--- src/rtl/cfg_fifo_anysize.sv ---
// Synchronous FIFO of any depth >= 2, with standard or first-word-fall-through read and level flags.
// Optional sticky overflow/underflow flags are built when CFG_FIFO_ERR_FLAGS_EN is defined.
module cfg_fifo_anysize #(
  parameter int FIFO_SIZE  = 8,
  parameter int DATA_WIDTH = 16,
  parameter int FWFT       = 0,
  parameter int AFULL_LVL  = FIFO_SIZE - 1,
  parameter int AEMPTY_LVL = 1
) (
  input  logic                           i_clk,
  input  logic                           i_rst_n,
  input  logic                           i_ena,
  input  logic                           i_flush,
  input  logic                           i_wr_req,
  input  logic [DATA_WIDTH-1:0]          i_data,
  input  logic                           i_rd_req,
  output logic [DATA_WIDTH-1:0]          o_data,
  output logic                           o_valid,
  output logic                           o_full,
  output logic                           o_empty,
  output logic                           o_ready,
  output logic                           o_almost_full,
  output logic                           o_almost_empty,
  output logic [$clog2(FIFO_SIZE+1)-1:0] o_current_sz,
  output logic                           o_overflow,
  output logic                           o_underflow
);

  localparam int CNT_W = $clog2(FIFO_SIZE + 1);
  localparam int PTR_W = (FIFO_SIZE > 2) ? $clog2(FIFO_SIZE) : 1;

  localparam logic [PTR_W-1:0] LAST_PTR   = PTR_W'(FIFO_SIZE - 1);
  localparam logic [CNT_W-1:0] FULL_CNT   = CNT_W'(FIFO_SIZE);
  localparam logic [CNT_W-1:0] AFULL_CNT  = CNT_W'(AFULL_LVL);
  localparam logic [CNT_W-1:0] AEMPTY_CNT = CNT_W'(AEMPTY_LVL);

  logic [DATA_WIDTH-1:0] mem [FIFO_SIZE];
  logic [PTR_W-1:0]      rd_ptr;
  logic [PTR_W-1:0]      wr_ptr;
  logic [CNT_W-1:0]      count;
  logic                  do_read;
  logic                  do_write;
  logic                  accept_rd;
  logic                  accept_wr;

  assign o_full         = (count == FULL_CNT);
  assign o_empty        = (count == '0);
  assign o_ready        = !o_full;
  assign o_almost_full  = (count >= AFULL_CNT);
  assign o_almost_empty = (count <= AEMPTY_CNT);
  assign o_current_sz   = count;

  // A full FIFO still takes a write when the same cycle pops an entry.
  assign do_read   = i_ena && i_rd_req && !o_empty;
  assign do_write  = i_ena && i_wr_req && (!o_full || do_read);
  assign accept_rd = do_read && !i_flush;
  assign accept_wr = do_write && !i_flush;

  function automatic logic [PTR_W-1:0] ptr_inc(input logic [PTR_W-1:0] p);
    return (p == LAST_PTR) ? '0 : p + PTR_W'(1);
  endfunction

  // NOTE: all clocked state uses non-blocking assignments so every register samples pre-edge values.
  always_ff @(posedge i_clk) begin
    if (!i_rst_n) begin
      rd_ptr <= '0;
      wr_ptr <= '0;
      count  <= '0;
    end else if (i_ena) begin
      if (i_flush) begin
        rd_ptr <= '0;
        wr_ptr <= '0;
        count  <= '0;
      end else begin
        if (accept_wr) wr_ptr <= ptr_inc(wr_ptr);
        if (accept_rd) rd_ptr <= ptr_inc(rd_ptr);
        case ({accept_wr, accept_rd})
          2'b10:   count <= count + CNT_W'(1);
          2'b01:   count <= count - CNT_W'(1);
          default: count <= count;
        endcase
      end
    end
  end

  // NOTE: storage has no reset so it maps onto RAM; the pointers alone define which entries are live.
  always_ff @(posedge i_clk) begin
    if (accept_wr) mem[wr_ptr] <= i_data;
  end

  generate
    if (FWFT == 0) begin : g_std_read
      logic [DATA_WIDTH-1:0] data_q;
      logic                  valid_q;

      always_ff @(posedge i_clk) begin
        if (!i_rst_n) begin
          data_q  <= '0;
          valid_q <= 1'b0;
        end else if (i_ena) begin
          valid_q <= accept_rd;
          if (accept_rd) data_q <= mem[rd_ptr];
        end
      end

      assign o_data  = data_q;
      assign o_valid = valid_q;
    end else begin : g_fwft_read
      // Head entry is presented directly; masked to zero while nothing is stored.
      assign o_valid = !o_empty;
      assign o_data  = o_valid ? mem[rd_ptr] : '0;
    end
  endgenerate

`ifdef CFG_FIFO_ERR_FLAGS_EN
  logic overflow_q;
  logic underflow_q;

  always_ff @(posedge i_clk) begin
    if (!i_rst_n) begin
      overflow_q  <= 1'b0;
      underflow_q <= 1'b0;
    end else if (i_ena) begin
      if (i_wr_req && !do_write) overflow_q  <= 1'b1;
      if (i_rd_req && o_empty)   underflow_q <= 1'b1;
    end
  end

  assign o_overflow  = overflow_q;
  assign o_underflow = underflow_q;
`else
  assign o_overflow  = 1'b0;
  assign o_underflow = 1'b0;
`endif

endmodule

--- config.mk ---
export PLATFORM = sky130hd
export DESIGN_NAME = cfg_fifo_anysize
export DESIGN_NICKNAME = d
export VERILOG_FILES = /design/src/rtl/cfg_fifo_anysize.sv
export SDC_FILE = /design/constraint.sdc
export NUM_CORES = 1
export LEC_CHECK = 0
export ABC_CLOCK_PERIOD_IN_PS = 3600
export CAP_MARGIN = 20
export CORE_ASPECT_RATIO = 1.1
export CORE_MARGIN = 1
export CORE_UTILIZATION = 50
export CTS_CLUSTER_SIZE = 8
export DETAILED_ROUTE_END_ITERATION = 8
export GPL_TIMING_DRIVEN = 1
export PLACE_DENSITY = 0.75
export SYNTH_ARGS = -nofsm -noshare
export SYNTH_HDL_FRONTEND = slang
export SYNTH_SLANG_ARGS = --single-unit
export TNS_END_PERCENT = 100
--- constraint.sdc ---
create_clock -name i_clk -period 3.6 [get_ports i_clk]
set_clock_uncertainty 0.05 [all_clocks]
set_input_delay 0.72 -clock i_clk [delete_from_list [all_inputs] [get_ports i_clk]]
set_output_delay 0.72 -clock i_clk [all_outputs]
set_load 0.02 [all_outputs]
==> results of run 1 <==
[worst register-to-register path, delay by kind of cell, from the launching register on]
family / cells / cell delay, ns
buffers and inverters: 2 / 0.41
DFF: 1 / 0.42
adders and majority gates: 1 / 0.28
and+or+nand+nor: 4 / 1.18
[final cells by class]
cell class,instances,area (µm²),area share
Sequential cell,155,4390,0.586
Multi-Input combinational cell,167,1680,0.224
Timing Repair Buffer,62,603,0.0806
Clock buffer,21,470,0.0629
Tap cell,154,193,0.0258
Clock inverter,11,120,0.0161
Inverter,8,30.0,0.00401
[stage by stage]
| step | setup WS (ns) | cell area [µm²] |
|---|---|---|
| global placement | 0.617 | 6860 |
| finish | 0.548 | 7480 |
| floorplan | 0.390 | 6190 |
| global route | 0.426 | 7480 |
| detailed placement | 0.489 | 6890 |
| CTS | 0.515 | 7480 |
[final timing paths]
check,slack (ns),depth (start not counted),from,end
min,0.42,2,o_valid$_SDFFE_PN0P_,o_valid$_SDFFE_PN0P_
max reg2reg,0.93,7,o_current_sz[0]$_SDFFE_PN0P_,mem[2][4]$_DFFE_PP_
max,0.55,5,o_current_sz[1]$_SDFFE_PN0P_,o_empty
min reg2reg,0.42,2,o_valid$_SDFFE_PN0P_,o_valid$_SDFFE_PN0P_
[state kept, by name, indices dropped and copies added, names as in the netlist]
name	cells
mem	128
rd_ptr	3
wr_ptr	3
o_current_sz	4
o_data	16
o_valid	1
[synthesized netlist by cell type, types with 2 or more instances]
library cell	instances	area, µm²
nor3_1	4	20.0
nor2_1	7	26.3
ha_1	7	87.6
nand4_1	2	12.5
buf_4	3	22.5
buf_2	7	35.0
clkbuf_2	2	10.0
a21boi_0	2	15.0
or3_1	2	12.5
or2_2	2	12.5
o21ai_0	21	105
a21oi_1	21	105
nand2b_1	2	12.5
nand3b_1	3	22.5
nand3_1	5	25.0
mux4_2	32	721
o31ai_1	2	15.0
nand2_1	8	30.0
and3_1	2	12.5
edfxtp_1	128	3840
buf_6	3	33.8
mux2i_1	16	160
nor2b_1	2	12.5
inv_1	7	26.3
dfxtp_1	27	541
nor3b_1	4	30.0
clkbuf_1	6	22.5
[cells by family (layout without fill, tap and decap cells)]
group | after synthesis | in the layout
AO/OA/AOI/OAI | 58 | 58
multiplexers | 50 | 50
flip-flops | 155 | 155
adder cells (fa/ha/maj) | 7 | 7
other | 1 | 2
XOR/XNOR | 1 | 1
buffers and inverters | 30 | 102
AND/OR/NAND/NOR | 49 | 49
[power breakdown]
part | leakage [nW] | internal (mW) | switching (mW)
combinational | 0.761 | 0.0574 | 0.0733
clock | 0.275 | 1.07 | 0.677
sequential | 1.37 | 1.95 | 0.00593
[layer usage]
layer  vias to the layer above  wire (µm)  track usage  share of wire
met5                         -          0            0              0
met2                       109       6020        0.329           0.50
met3                        17        535       0.0513          0.045
met1                      1673       5190        0.271           0.44
li1                       1516          -            -              -
met4                         0        182       0.0813          0.015
==> impl_metrics.csv, run 1 <==
group,metric,value,unit
floorplanning,core,0.0120,mm²
synthesis,ys_seq_area_frac,0.709,
synthesis,synthCells,351,
worst_setup_path,critPathSlowestCell,"clkdlybuf4s50_1",
final_layout,final_common_cell,"edfxtp_1",
sta,maxSlewViolCount,0,
synthesis,ys_ff_latch,155,
worst_setup_path,crit_type,"flop to output port",
synthesis,synth_top_family_by_area,"multiplexers",
placement,dp.cells,546,
final_layout,stdcell_count,578,
synthesis,synth-adder-area-share,0.0142,
global_routing,groute.usage.overall,0.206,
route,viasPerCell,5.74,
synthesis,synth_ff_type,"edfxtp_1",
global_routing,antenna_found_initial,0,
clock_network,clockBufferDepth,2,
floorplanning,num_rows,42,
floorplanning,die_y,119,µm
power,p_total,3.83,mW
route,wl_per_cell,20.6,µm
final_layout,nNetsFinal,440,
floorplanning,start_util,0.514,
final_layout,antenna_cells,0,
power,ir_drop,0.329,mV
placement,dpl.hpwl,7350,µm
sta,rsz0062_at_grt,"no",
sta,finalSetupViolations,0,
clock_network,cts_root_buf,"clkbuf_16",
sta,finalSetupTns,0,ns
synthesis,netlist_area,0.00619,mm²
final_layout,area_growth_syn_to_layout,20.9,%
sta,layout_min_cycle_time,3.05,ns
clock_network,post_cts_buffers,0,
route,drtIter0Drc,259,
synthesis,synth-warning-count,0,
route,vias,3315,
clock_network,clk_pin_slew,0.06,ns
sta,worst_pin_slew,0.784,ns
global_routing,grt_pass1_vias,3459,
worst_setup_path,critPathMaxFanout,6,
synthesis,async_flop_share,0,
floorplanning,ioPinCount,50,
power,power_density,513,mW/mm²
global_routing,grt_max_degree,35,
synthesis,yosys.area_share.xor_xnor,0.00263,
sta,fmax,328,MHz
floorplanning,die_area,0.0128,mm²
sta,hold_violations,0,
worst_setup_path,cpLargestDelayFamily,"buffers and inverters",
run_status,status,"finished clean",
clock_network,cts_tree,"done",
clock_network,htree_levels,4,
synthesis,yosys.area_share.simple,0.0463,
final_layout,fillers,855,
route,drt_pass1_iterations,4,
synthesis,synthDistinctLibCells,51,
worst_setup_path,crit_path_cell_trace,"inv_1, ha_1, or3b_4, inv_2, clkdlybuf4s50_1",
clock_network,clkLatencyLatePin,0.42,ns
floorplanning,die_w,108,µm
min_path,min-delay-path-class,"flop to flop",
synthesis,synth_compound_area_frac,0.0558,
sta,relSlewSlack,0.476,
route,drcViolationCount,0,
power,p_leak,2.41,nW
clock_network,cts_resized,0,
worst_setup_path,critPathCaptureType,"output port",
sta,finalCritPeriodShare,0.848,
worst_setup_path,max_stage_delay,0.59,ns
final_layout,layout_common_cells,"edfxtp_1 (128), clkdlybuf4s50_1 (47), mux4_2 (32), dfxtp_1 (26)",
clock_network,postCtsHoldBufs,0,
route,postRouteAntennaNets,0,
placement,gp_congestion,0.918,
clock_network,clock_sinks,155,
synthesis,synth_mux_area_frac,0.146,
final_layout,finish.utilization,0.622,
global_routing,grt_pass1_wl,18800,µm
worst_setup_path,arrival,2.28,ns
global_routing,grt.overflow.total,0,
job,drv_cap,0,
synthesis,synth-edff-count,128,
worst_setup_path,required,2.83,ns
synthesis,synth_area_per_cell,17.6,µm²
route,routed_wl,11900,µm
sta,holdWs,0.417,ns
final_layout,drive_gt1_frac,0.219,
worst_setup_path,path_buf_inv,3,
placement,io_buffers,47,
worst_setup_path,startpoint_type,"flop",
clock_network,cts_buffers,17,
Power figures use the tool's default switching activity.
==> inputs of run 2 (changes only) <==
--- a/config.mk
+++ b/config.mk
@@ -5,7 +5,7 @@
 export SDC_FILE = /design/constraint.sdc
 export NUM_CORES = 1
 export LEC_CHECK = 0
-export ABC_CLOCK_PERIOD_IN_PS = 3600
+export ABC_CLOCK_PERIOD_IN_PS = 2500
 export CAP_MARGIN = 20
 export CORE_ASPECT_RATIO = 1.1
 export CORE_MARGIN = 1
@@ -13,7 +13,7 @@
 export CTS_CLUSTER_SIZE = 8
 export DETAILED_ROUTE_END_ITERATION = 8
 export GPL_TIMING_DRIVEN = 1
-export PLACE_DENSITY = 0.75
+export PLACE_DENSITY = 0.78
 export SYNTH_ARGS = -nofsm -noshare
 export SYNTH_HDL_FRONTEND = slang
 export SYNTH_SLANG_ARGS = --single-unit
==> constraint.sdc (replaced) <==
create_clock -name i_clk -period 2.5 [get_ports i_clk]
set_clock_uncertainty 0.05 [all_clocks]
set_input_delay 0.5 -clock i_clk [delete_from_list [all_inputs] [get_ports i_clk]]
set_output_delay 0.5 -clock i_clk [all_outputs]
set_load 0.02 [all_outputs]
==> impl_metrics.csv, run 2 (same netlist as run 1, synthesis figures left out) <==
group,metric,value,unit
sta,holdWs,0.417,ns
worst_setup_path,endpoint,"o_ready",
final_layout,drive_gt1_frac,0.263,
worst_setup_path,startpoint,"o_current_sz[0]$_SDFFE_PN0P_",
power,p_leak,2.53,nW
clock_network,cts_root_buf,"clkbuf_16",
sta,fmax,415,MHz
placement,io_buffers,47,
final_layout,area_growth_syn_to_layout,24.1,%
placement,post-place-ws,0.0407,ns
final_layout,largest_reg_flops,128,
final_layout,fillers,841,
route,viasPerCell,5.82,
global_routing,grt_pass1_wl,20200,µm
placement,dpl_cell_area,0.00707,mm²
final_layout,stdcell_count,595,
worst_setup_path,r2r-end,"mem[4][6]$_DFFE_PP_",
worst_setup_path,r2r_setup_slack,0.21,ns
run_status,status,"finished clean",
worst_setup_path,critPathCaptureType,"output port",
clock_network,htree_levels,4,
route,vias,3463,
sta,fin_ws,0.0909,ns
floorplanning,num_rows,42,
clock_network,clockBufferDepth,2,
final_layout,final-seq-area,0.00439,mm²
global_routing,groute.usage.overall,0.221,
worst_setup_path,arrival,1.86,ns
floorplanning,die_y,119,µm
global_routing,grt.overflow.total,0,
clock_network,cts_tree,"done",
power,ir_drop,0.502,mV
sta,finalCritPeriodShare,0.964,
final_layout,nNetsFinal,457,
placement,gp_congestion,0.860,
floorplanning,core,0.0120,mm²
final_layout,finalInstanceArea,0.00768,mm²
final_layout,top_register,"mem",
min_path,worstHoldStart,"o_valid$_SDFFE_PN0P_",
clock_network,postCtsHoldBufs,0,
global_routing,antenna_found_initial,0,
worst_setup_path,startpoint_type,"flop",
route,wl_per_cell,21.5,µm
min_path,min-delay-path-class,"flop to flop",
floorplanning,ioPinCount,50,
floorplanning,die_w,108,µm
worst_setup_path,r2r_cells,9,
sta,layout_min_cycle_time,2.41,ns
route,drt_pass1_iterations,4,
worst_setup_path,r2r-start,"o_current_sz[0]$_SDFFE_PN0P_",
final_layout,final_common_cell,"edfxtp_1",
final_layout,antenna_cells,0,
sta,worst_pin_slew,0.619,ns
clock_network,clk_pin_slew,0.06,ns
clock_network,cts_buffers,17,
route,postRouteAntennaNets,0,
global_routing,grt_pass1_vias,3622,
job,drv_cap,0,
sta,rsz0062_at_grt,"no",
floorplanning,start_util,0.514,
worst_setup_path,crit_type,"flop to output port",
placement,dp.cells,563,
power,p_total,5.67,mW
clock_network,clock_sinks,155,
route,drtIter0Drc,229,
clock_network,clkLatencyLatePin,0.42,ns
sta,hold_violations,0,
route,drcViolationCount,0,
sta,finalSetupViolations,0,
worst_setup_path,required,1.95,ns
final_layout,multiInputGateArea,0.00171,mm²
final_layout,layout_common_cells,"edfxtp_1 (128), clkdlybuf4s50_1 (44), mux4_2 (32), buf_4 (29), dfxtp_1 (24)",
placement,dpl.hpwl,8480,µm
route,routed_wl,12800,µm
global_routing,grt_max_degree,23,
clock_network,post_cts_buffers,0,
worst_setup_path,critPathMaxFanout,6,
power,power_density,739,mW/mm²
sta,relSlewSlack,0.587,
sta,maxSlewViolCount,0,
floorplanning,die_area,0.0128,mm²
[run 2: cell types whose count changed in the layout (fill, tap and decap cells not counted), sizes merged]
cell / delta
clkdlybuf4s50: -3
buf: +17
dlygate4sd2: +1
dlymetal6s2s: +1
bufinv: +1
clkbuf: -1
clkinvlp: -2
inv: +3
[run 2: per-stage QoR]
step,setup TNS (ns),utilization
3_5_place_dp,0,0.587
3_3_place_gp,0,0.587
2_1_floorplan,-3.75,-
6_report,0,0.638
5_1_grt,0,0.638
4_1_cts,0,0.638
[run 2: area by class of cell]
cell class / count / area share
Clock buffer: 19 / 0.0590
Timing Repair Buffer: 79 / 0.0969
Multi-Input combinational cell: 167 / 0.223
Clock inverter: 13 / 0.0213
Inverter: 8 / 0.00391
Tap cell: 154 / 0.0251
Sequential cell: 155 / 0.571
[run 2: worst max-delay path: stages, from the launching register on]
cell	delay, ns
dfxtp_2	0.37
inv_1	0.09
ha_1	0.25
nand3b_1	0.12
clkdlybuf4s50_1	0.62
[run 2: worst min path at each step]
stage	slack [ns]	to	depth (start not counted)
2_1_floorplan	0.43	wr_ptr[0]$_SDFFE_PN0P_	2
3_3_place_gp	0.41	o_valid$_SDFFE_PN0P_	2
3_5_place_dp	0.42	o_valid$_SDFFE_PN0P_	2
4_1_cts	0.42	o_valid$_SDFFE_PN0P_	2
5_1_grt	0.45	o_valid$_SDFFE_PN0P_	2
6_report	0.42	o_valid$_SDFFE_PN0P_	2
[run 2: what timing repair did]
action / 4_1_cts / 5_1_grt
endpoints found under the setup margin: 2 / 2
resized for setup: 3 / 2
cloned: 0 / 0
[run 2: power breakdown]
group / internal (mW) / switching, mW
clock network: 1.63 / 1.02
registers: 2.81 / 0.00810
logic: 0.0908 / 0.115
total: 4.53 / 1.14
[run 2: routing by layer]
layer  track usage  share of wire
met1         0.299           0.44
met4        0.0805          0.017
met2         0.349           0.51
met5             0              0
met3        0.0496          0.041
==> inputs of run 3 (changes only) <==
--- a/config.mk
+++ b/config.mk
@@ -5,6 +5,7 @@
 export SDC_FILE = /design/constraint.sdc
 export NUM_CORES = 1
 export LEC_CHECK = 0
+export ABC_AREA = 1
 export ABC_CLOCK_PERIOD_IN_PS = 2500
 export CAP_MARGIN = 20
 export CORE_ASPECT_RATIO = 1.1
@@ -12,8 +13,9 @@
 export CORE_UTILIZATION = 50
 export CTS_CLUSTER_SIZE = 8
 export DETAILED_ROUTE_END_ITERATION = 8
+export DONT_BUFFER_PORTS = 1
 export GPL_TIMING_DRIVEN = 1
-export PLACE_DENSITY = 0.78
+export PLACE_DENSITY = 0.73
 export SYNTH_ARGS = -nofsm -noshare
 export SYNTH_HDL_FRONTEND = slang
 export SYNTH_SLANG_ARGS = --single-unit
==> impl_metrics.csv, run 3 <==
group,metric,value,unit
route,wl_per_cell,18.1,µm
sta,rsz0062_at_grt,"no",
sta,relSlewSlack,0.479,
clock_network,clkLatencyLatePin,0.42,ns
worst_setup_path,path_common_cell,"inv_1",
sta,finalSetupTns,0,ns
final_layout,finalInstanceArea,0.00720,mm²
clock_network,clk_pin_slew,0.06,ns
sta,finalSetupViolations,0,
floorplanning,ioPinCount,50,
synthesis,yosys.area.top_type,"edfxtp_1",
power,p_switching,1.20,mW
final_layout,area_growth_syn_to_layout,13.5,%
placement,dp.cells,694,
synthesis,async_flop_share,0,
synthesis,synth_area_per_cell,11.5,µm²
floorplanning,die_area,0.0131,mm²
route,drtIter0Drc,487,
final_layout,largest_reg_flops,128,
synthesis,synth_top_area_frac,0.606,
sta,hold_violations,0,
synthesis,yosys.area_share.xor_xnor,0.00138,
worst_setup_path,startpoint_type,"flop",
sta,maxSlewViolCount,0,
final_layout,nNetsFinal,588,
power,comb_power_share,0.041,
clock_network,clockBufferDepth,2,
floorplanning,die_w,109,µm
global_routing,antenna_found_initial,0,
global_routing,grt_pass1_vias,4065,
clock_network,cts_buffers,17,
final_layout,layout_common_cells,"edfxtp_1 (128), nor2_1 (111), o21ai_0 (65), nand2_1 (56), o211ai_1 (33)",
job,drv_cap,0,
clock_network,cts_root_buf,"clkbuf_16",
placement,gp_congestion,0.820,
floorplanning,start_util,0.520,
synthesis,synthDistinctLibCells,27,
final_layout,antenna_cells,0,
final_layout,drive_gt1_frac,0.117,
power,p_leak,2.50,nW
route,viasPerCell,5.68,
power,power_density,814,mW/mm²
clock_network,clock_sinks,155,
clock_network,htree_levels,4,
route,vias,4121,
synthesis,synth-adder-area-share,0.0138,
synthesis,yosys.area_share.simple,0.142,
synthesis,synth_ff_type,"edfxtp_1",
placement,dpl.hpwl,8300,µm
sta,worst_pin_slew,0.781,ns
placement,io_buffers,0,
synthesis,synth_top_family_by_area,"simple AND/OR/NAND/NOR gates",
clock_network,cts_resized,0,
worst_setup_path,critPathMaxFanout,5,
final_layout,stdcell_count,726,
worst_setup_path,arrival,1.78,ns
worst_setup_path,crit_type,"flop to output port",
final_layout,final_common_cell,"edfxtp_1",
synthesis,synth_area_leaders,"edfxtp_1 (61%), dfxtp_1 (8.5%), nor2_1 (6.8%), o21ai_0 (5.1%), o211ai_1 (3.9%)",
synthesis,yosys.cell_count.top_type,"edfxtp_1",
final_layout,finish.utilization,0.590,
route,postRouteAntennaNets,0,
clock_network,postCtsHoldBufs,0,
run_status,status,"finished clean",
synthesis,synth_compound_area_frac,0.110,
min_path,min-delay-path-class,"input port to flop",
worst_setup_path,required,1.95,ns
synthesis,synth-edff-count,128,
route,routed_wl,13100,µm
worst_setup_path,path_buf_inv,3,
global_routing,grt.overflow.total,0,
sta,finalCritPeriodShare,0.932,
route,drcViolationCount,0,
synthesis,ys_ff_latch,155,
synthesis,synth-warning-count,0,
power,pwr-share-clk,0.472,
power,ir_drop,0.363,mV
synthesis,synth_top_cells_by_count,"edfxtp_1 (128), nor2_1 (115), o21ai_0 (65)",
clock_network,post_cts_buffers,0,
power,p_int,4.66,mW
worst_setup_path,crit_path_cell_trace,"inv_1, ha_1, inv_1, nor2_1, nand2_1, inv_1",
clock_network,cts_tree,"done",
synthesis,synthCells,552,
synthesis,synth_mux_area_frac,0,
placement,post-place-ws,0.383,ns
sta,fmax,429,MHz
floorplanning,core,0.0122,mm²
sta,fin_ws,0.169,ns
floorplanning,die_y,120,µm
global_routing,grt_max_degree,67,
synthesis,netlist_area,0.00634,mm²
worst_setup_path,critPathSlowestCell,"dfxtp_1",
power,switching_share,0.205,
global_routing,grt_pass1_wl,20500,µm
worst_setup_path,max_stage_delay,0.31,ns
placement,dpl_cell_area,0.00655,mm²
power,seqPwrFrac,0.486,
worst_setup_path,cpLargestDelayFamily,"buffers and inverters",
route,drt_pass1_iterations,5,
floorplanning,num_rows,42,
synthesis,ys_seq_area_frac,0.692,
worst_setup_path,critPathCaptureType,"output port",
final_layout,top_register,"mem",
sta,layout_min_cycle_time,2.33,ns
global_routing,groute.usage.overall,0.214,
-- run 3: cell families (layout without fill, tap and decap cells) --
logic type	after synthesis	count (layout)
flip-flops	155	155
other	1	2
adder cells (fa/ha/maj)	7	7
AND/OR/NAND/NOR	209	209
AO/OA/AOI/OAI	123	123
XOR/XNOR	1	1
buffers and inverters	56	75
-- run 3: final cells by class --
class | instances | area [µm²]
clock buffers | 17 | 425
well taps | 154 | 193
fillers | 949 | 4990
multi-input cells | 342 | 1710
clock inverters | 15 | 224
repair buffers | 19 | 168
flip-flops and latches | 155 | 4390
inverters | 24 | 90.1
-- run 3: per-stage QoR --
stage / hold slack (ns) / power [mW]
floorplan: 0.424 / 3.09
CTS: 0.111 / 5.88
finish: 0.122 / 5.86
global route: 0.103 / 6.02
detailed placement: 0.451 / 3.14
global placement: 0.441 / 3.14
-- run 3: power by group through the flow --
| stage | registers (mW) | clock network, mW | logic [mW] |
|---|---|---|---|
| 6_report | 2.85 | 2.77 | 0.242 |
| 5_1_grt | 2.85 | 2.90 | 0.273 |
| 4_1_cts | 2.85 | 2.79 | 0.242 |
| 3_5_place_dp | 2.90 | 0 | 0.239 |
| 3_3_place_gp | 2.90 | 0 | 0.234 |
| 2_1_floorplan | 2.90 | 0 | 0.188 |
-- run 3: worst paths after layout --
path                           startpoint                     end  slack [ns]  depth (start not counted)
max reg2reg  o_current_sz[1]$_SDFFE_PN0P_     mem[4][0]$_DFFE_PP_        0.36                         12
max          o_current_sz[1]$_SDFFE_PN0P_                  o_full        0.17                          6
min reg2reg        wr_ptr[0]$_SDFFE_PN0P_  wr_ptr[0]$_SDFFE_PN0P_        0.46                          2
min                             i_data[2]     mem[0][2]$_DFFE_PP_        0.12                          0
-- run 3: routing by layer --
layer	vias up	part of all wire	routed length, µm	global-route usage
met2	194	0.47	6200	0.329
met4	0	0.019	250	0.101
met1	1938	0.42	5560	0.278
met3	28	0.085	1110	0.0625
met5	-	0	0	0
li1	1961	-	-	-
-- run 3: worst register-to-register path, stage by stage, from the launching register on --
cell and delay, ns:
dfxtp_1 0.33, inv_1 0.10, ha_1 0.24, inv_1 0.08, nor2_1 0.06, nand3_1 0.11
nand2_4 0.10, nor2_4 0.13, inv_1 0.05, nor2_1 0.12, inv_1 0.11, nor2_1 0.10
buf_4 0.25
